[src/rtl/rca_d64_arbiter.sv]
// rca_d64_arbiter
//   Two requesters share one carry-select W-bit adder. A round-robin
//   arbiter grants one operation at a time. The operation then steps
//   through LO (low-half add plus both high-half candidates), HI (select
//   the high half with the registered low carry) and DONE (result held
//   until the consumer accepts it).
//
// Optional feature:
//   ARB_OVF_EN  when defined, adds the res_ovf port (signed overflow).
//
// Ports:
//   clk, rst_n             clock, asynchronous active-low reset
//   reqN_valid/reqN_ready  per-requester handshake (N = 0, 1)
//   reqN_a, reqN_b         W-bit operands
//   reqN_cin               carry-in
//   res_valid/res_ready    result handshake
//   res_sum, res_cout      W-bit sum and carry-out
//   res_id                 requester that issued the result
//   res_ovf                signed overflow (ARB_OVF_EN only)
module rca_d64_arbiter #(
    parameter int W = 64
) (
    input  logic         clk,
    input  logic         rst_n,
    input  logic         req0_valid,
    output logic         req0_ready,
    input  logic [W-1:0] req0_a,
    input  logic [W-1:0] req0_b,
    input  logic         req0_cin,
    input  logic         req1_valid,
    output logic         req1_ready,
    input  logic [W-1:0] req1_a,
    input  logic [W-1:0] req1_b,
    input  logic         req1_cin,
    output logic         res_valid,
    input  logic         res_ready,
    output logic [W-1:0] res_sum,
    output logic         res_cout,
    output logic         res_id
`ifdef ARB_OVF_EN
    ,
    output logic         res_ovf
`endif
);

    localparam int H = W / 2;

    typedef enum logic [1:0] {
        S_IDLE,
        S_LO,
        S_HI,
        S_DONE
    } state_t;

    state_t         state;
    logic           prio;       // requester that wins the next contention
    logic [W-1:0]   a_q, b_q;
    logic           cin_q, id_q;
    logic [H-1:0]   lo_sum_q, hi0_sum_q, hi1_sum_q;
    logic           lo_c_q, hi0_c_q, hi1_c_q;

    logic           grant0, grant1;
    logic [H:0]     lo_full, hi0_full, hi1_full;
    logic [H-1:0]   hi_sel_sum;
    logic           hi_sel_c;

    // Grant is combinational so ready coincides with the capture edge.
    // A lone valid requester wins regardless of the pointer.
    always_comb begin
        grant0 = 1'b0;
        grant1 = 1'b0;
        if (rst_n && state == S_IDLE) begin
            grant0 = req0_valid && (!req1_valid || !prio);
            grant1 = req1_valid && (!req0_valid ||  prio);
        end
        req0_ready = grant0;
        req1_ready = grant1;
    end

    // Low half uses the real carry-in; the high half is computed for both
    // possible incoming carries and chosen one cycle later.
    always_comb begin
        lo_full  = {1'b0, a_q[H-1:0]} + {1'b0, b_q[H-1:0]} + {{H{1'b0}}, cin_q};
        hi0_full = {1'b0, a_q[W-1:H]} + {1'b0, b_q[W-1:H]};
        hi1_full = {1'b0, a_q[W-1:H]} + {1'b0, b_q[W-1:H]} + {{H{1'b0}}, 1'b1};
        hi_sel_sum = lo_c_q ? hi1_sum_q : hi0_sum_q;
        hi_sel_c   = lo_c_q ? hi1_c_q   : hi0_c_q;
    end

    always_ff @(posedge clk or negedge rst_n) begin
        if (!rst_n) begin
            state     <= S_IDLE;
            prio      <= 1'b0;
            a_q       <= '0;
            b_q       <= '0;
            cin_q     <= 1'b0;
            id_q      <= 1'b0;
            lo_sum_q  <= '0;
            hi0_sum_q <= '0;
            hi1_sum_q <= '0;
            lo_c_q    <= 1'b0;
            hi0_c_q   <= 1'b0;
            hi1_c_q   <= 1'b0;
            res_valid <= 1'b0;
            res_sum   <= '0;
            res_cout  <= 1'b0;
            res_id    <= 1'b0;
`ifdef ARB_OVF_EN
            res_ovf   <= 1'b0;
`endif
        end else begin
            case (state)
                S_IDLE: begin
                    if (grant0 || grant1) begin
                        a_q   <= grant1 ? req1_a   : req0_a;
                        b_q   <= grant1 ? req1_b   : req0_b;
                        cin_q <= grant1 ? req1_cin : req0_cin;
                        id_q  <= grant1;
                        // The requester not just served gets priority next.
                        prio  <= grant0;
                        state <= S_LO;
                    end
                end
                S_LO: begin
                    lo_sum_q  <= lo_full[H-1:0];
                    lo_c_q    <= lo_full[H];
                    hi0_sum_q <= hi0_full[H-1:0];
                    hi0_c_q   <= hi0_full[H];
                    hi1_sum_q <= hi1_full[H-1:0];
                    hi1_c_q   <= hi1_full[H];
                    state     <= S_HI;
                end
                S_HI: begin
                    res_sum   <= {hi_sel_sum, lo_sum_q};
                    res_cout  <= hi_sel_c;
                    res_id    <= id_q;
`ifdef ARB_OVF_EN
                    res_ovf   <= (a_q[W-1] == b_q[W-1]) && (hi_sel_sum[H-1] != a_q[W-1]);
`endif
                    res_valid <= 1'b1;
                    state     <= S_DONE;
                end
                S_DONE: begin
                    if (res_ready) begin
                        res_valid <= 1'b0;
                        state     <= S_IDLE;
                    end
                end
                default: state <= S_IDLE;
            endcase
        end
    end

endmodule

[config.mk]
export PLATFORM = sky130hd
export DESIGN_NAME = rca_d64_arbiter
export DESIGN_NICKNAME = d
export VERILOG_FILES = /design/src/rtl/rca_d64_arbiter.sv
export SDC_FILE = /design/constraint.sdc
export NUM_CORES = 1
export LEC_CHECK = 0
export CAP_MARGIN = 5
export CELL_PAD_IN_SITES_DETAIL_PLACEMENT = 1
export CELL_PAD_IN_SITES_GLOBAL_PLACEMENT = 1
export CORE_MARGIN = 2
export CORE_UTILIZATION = 40
export DETAILED_ROUTE_END_ITERATION = 12
export HOLD_SLACK_MARGIN = 0.15
export PLACE_DENSITY_LB_ADDON = 0.12
export SYNTH_ARGS = -nofsm -noshare
export SYNTH_HDL_FRONTEND = slang
export SYNTH_SLANG_ARGS = --single-unit
[constraint.sdc]
create_clock -name clk -period 7.2 [get_ports clk]
set_clock_uncertainty 0.2 [all_clocks]
set_input_delay 0.72 -clock clk [delete_from_list [all_inputs] [get_ports clk]]
set_output_delay 0.72 -clock clk [all_outputs]
set_load 0.01 [all_outputs]
==> impl_metrics.yaml <==
outcome:
  status: "finished, final reports clean"
power:
  totalPowerFinal_mw: 11.37
  p_per_area_nw_per_um2: 526.4
  ir_worst_vdd_uv: 211.7
  static-leakage-power_nw: 9.746
timing:
  setup_violations: 0
  rsz0062_at_grt: "false"
  max_clock_freq_mhz: 218.5
  relSlewSlack: 0.3471
  hold_ws_ns: 0.2801
  worst_pin_slew_ns: 0.9793
  tns_ns: 0
  hold_viol_final: 0
  slew_viol_final: 0
  post-route-period-util: 0.6357
  fin_crit_ns: 4.577
clock_network:
  clk_pin_slew_worst_paths_ns: 0.06
  cts_setup_buffers: 0
  clock_latency_ns: 0.55
  ctsLongestPathBuffers: 3
  cts-htree-levels: 2
  cts_sinks: 299
  cts_buffers: 36
  cts_root_buf: "clkbuf_16"
  cts_tree: "done"
detailed_routing:
  drtIter0Drc: 615
  first_pass_iters: 4
  ant_nets: 0
  vias: 13540
  routedWlPerCell_microns: 19.44
  wl_microns: 48800
  drc: 0
  viasPerCell: 5.394
cells_and_area:
  area_growth_pct: 30.31
  final.fill_count: 4463
  drive_gt1_frac: 0.09584
  fin_nets: 2280
  fin_area_sq_um: 21590
worst_hold_path:
  hold_path_class: "register to register"
  hold_start: "lo_sum_q[17]"
  holdPathEnd: "lo_sum_q[17]"
  hold_depth: 2
logic_synthesis:
  yosysTopAreaCellShare: 0.4515
  ys_seq_area_frac: 0.4515
  synth_cells: 1649
  synth_edf_count: 0
  ys.flop_type: "dfrtp_1"
  ys_ff_latch: 299
  synth_area_leaders: "dfrtp_1 (45%), mux2i_1 (9.8%), mux2_2 (5.8%), ha_1 (5.1%), o21ai_0 (5.1%)"
  synth_cell_type_count: 76
  synth_area_leader_cell: "dfrtp_1"
  synthArstFlopShare: 1.000
  yosysWarnings: 0
  avgSynthCellArea_sq_um: 10.05
  syn-num-nets: 1983
  synth_area_sq_um: 16570
run:
  cap_violations: 0
placement:
  place_congestion: 0.8450
  placed_area_sq_um: 20370
  numPortBuffers: 331
  dp_hpwl_microns: 36120
worst_setup_path:
  end_kind: "register"
  path_max_fanout: 6
  r2r-end: "hi1_sum_q[30]"
  arrival_ns: 4.80
  crit_required_ns: 7.42
  reg2reg_depth: 12
  worstReg2RegStart: "a_q[32]"
  start_kind: "register"
  crit_type: "register to register"
  ff2ff_setup_slack_ns: 2.62
floorplan:
  dieWidth_microns: 207.5
  die_area_sq_um: 43070
  die_y_microns: 207.5
  start_util: 0.4058
  rows: 74
  coreArea_sq_um: 40830
  io_pins: 332
global_route:
  grt_first_pass_wirelength_microns: 79380
  globalRouteTotalUtil: 0.2282
  grt_max_degree: 99
  grt_overflow_total: 0
  antenna_found_initial: 10
  grt_pass1_vias: 14660
-- state kept, by name, indices dropped and copies added (netlist names) --
register and cells:
a_q 64, b_q 64, cin_q 1, hi0_c_q 1, hi0_sum_q 32, hi1_c_q 1, hi1_sum_q 32, id_q 1
lo_c_q 1, lo_sum_q 32, prio 1, res_cout 1, res_id 1, res_sum 64, res_valid 1, state 2
-- placed cells by master (no fill, tap or decap), types with 8 or more instances in the layout --
master	count
dfrtp_1	298
o21bai_1	8
buf_4	13
clkbuf_16	37
clkdlybuf4s50_1	330
nor2_1	103
a21o_1	33
xor2_1	33
nor3_1	21
a211oi_1	11
a21oi_1	117
or2_2	9
nand4_1	8
xnor2_1	42
clkbuf_1	10
mux2i_1	162
clkbuf_8	8
nand2_1	189
inv_1	19
o21ai_0	169
mux2_2	86
nor2b_1	10
a31oi_1	9
o21a_1	12
o31ai_1	8
ha_1	66
nand3_1	31
o211ai_1	8
-- how the worst max path moves through the flow --
stage	startpoint	end	slack, ns	cells past startpoint
detailed placement	a_q[32]	hi1_sum_q[30]	2.63	12
global route	a_q[32]	hi1_sum_q[30]	2.27	12
finish	a_q[32]	hi1_sum_q[30]	2.62	12
CTS	a_q[32]	hi1_sum_q[30]	2.59	12
floorplan	a_q[32]	hi1_sum_q[30]	3.24	13
global placement	a_q[32]	hi1_sum_q[30]	2.70	12
-- per-layer routing --
layer	vias up	share of wire	GRT usage
li1	6487	-	-
met1	6701	0.43	0.2825
met2	259	0.49	0.3905
met3	83	0.053	0.05174
met4	8	0.025	0.08103
met5	-	0.0011	0
-- kinds of logic (layout without fill, tap and decap cells) --
family          count (synthesis)  count (layout)  share of synthesized area
simple gates                  424             424                     0.1179
compound gates                422             422                     0.1521
flops                         299             299                     0.4515
mux                           248             248                     0.1563
buf+inv                       107             430                    0.02469
xor+xnor                       78              78                    0.04259
fa+ha+maj                      71              71                    0.05497
other cells                     0               6                          0
-- critical path, cell delays in order, from the launching register on --
cell and delay [ns]:
dfrtp_1 0.38, ha_1 0.25, fa_1 0.43, a21o_1 0.19, a21oi_1 0.17, xnor2_1 0.22, nand3_1 0.26, nor4_4 0.40
nand4_1 0.21, nor4b_1 0.61, or4b_1 0.63, o21a_1 0.22, o31a_1 0.27
-- synthesized netlist by cell type, types with 12 or more instances --
cell type / instances
nor3_1: 21
o21a_1: 12
mux2_2: 86
clkbuf_1: 62
inv_1: 19
xnor2_1: 42
ha_1: 68
buf_1: 18
a21oi_1: 118
o21ai_0: 169
xor2_1: 33
a21o_1: 34
nor2_1: 103
nand3_1: 31
mux2i_1: 162
dfrtp_1: 299
nand2_1: 189
-- final cells by class --
| type | instances | area [sq um] | area share |
|---|---|---|---|
| Timing Repair Buffer | 345 | 3426 | 0.1587 |
| Clock buffer | 55 | 1074 | 0.04972 |
| Clock inverter | 9 | 127.6 | 0.005910 |
| Inverter | 21 | 78.83 | 0.003650 |
| Multi-Input combinational cell | 1243 | 8723 | 0.4040 |
| Sequential cell | 299 | 7483 | 0.3466 |
| Antenna cell | 6 | 15.01 | 0.0006953 |
| Tap cell | 532 | 665.6 | 0.03083 |
-- power by group --
part           total [mW]  internal [mW]  switching (mW)
logic                6.41           2.82            3.59
clock network        1.87           1.14           0.734
registers            3.09           2.56           0.532
total                11.4           6.51            4.85
-- through the flow --
stage,setup slack (ns),util,instances
after floorplan,3.235,-,1649
after global placement,2.702,0.4988,2439
after detailed placement,2.633,0.4988,2439
after CTS,2.587,0.5285,2504
after global routing,2.268,0.5287,2508
final,2.623,0.5288,2510
-- repair_timing --
| item | 4_1_cts | 5_1_grt |
|---|---|---|
| hold endpoints to repair | 57 | 0 |
| hold buffers | 1 | 0 |
| gates resized for setup | 0 | 0 |
No activity file was read; power rests on OpenSTA's default activity.
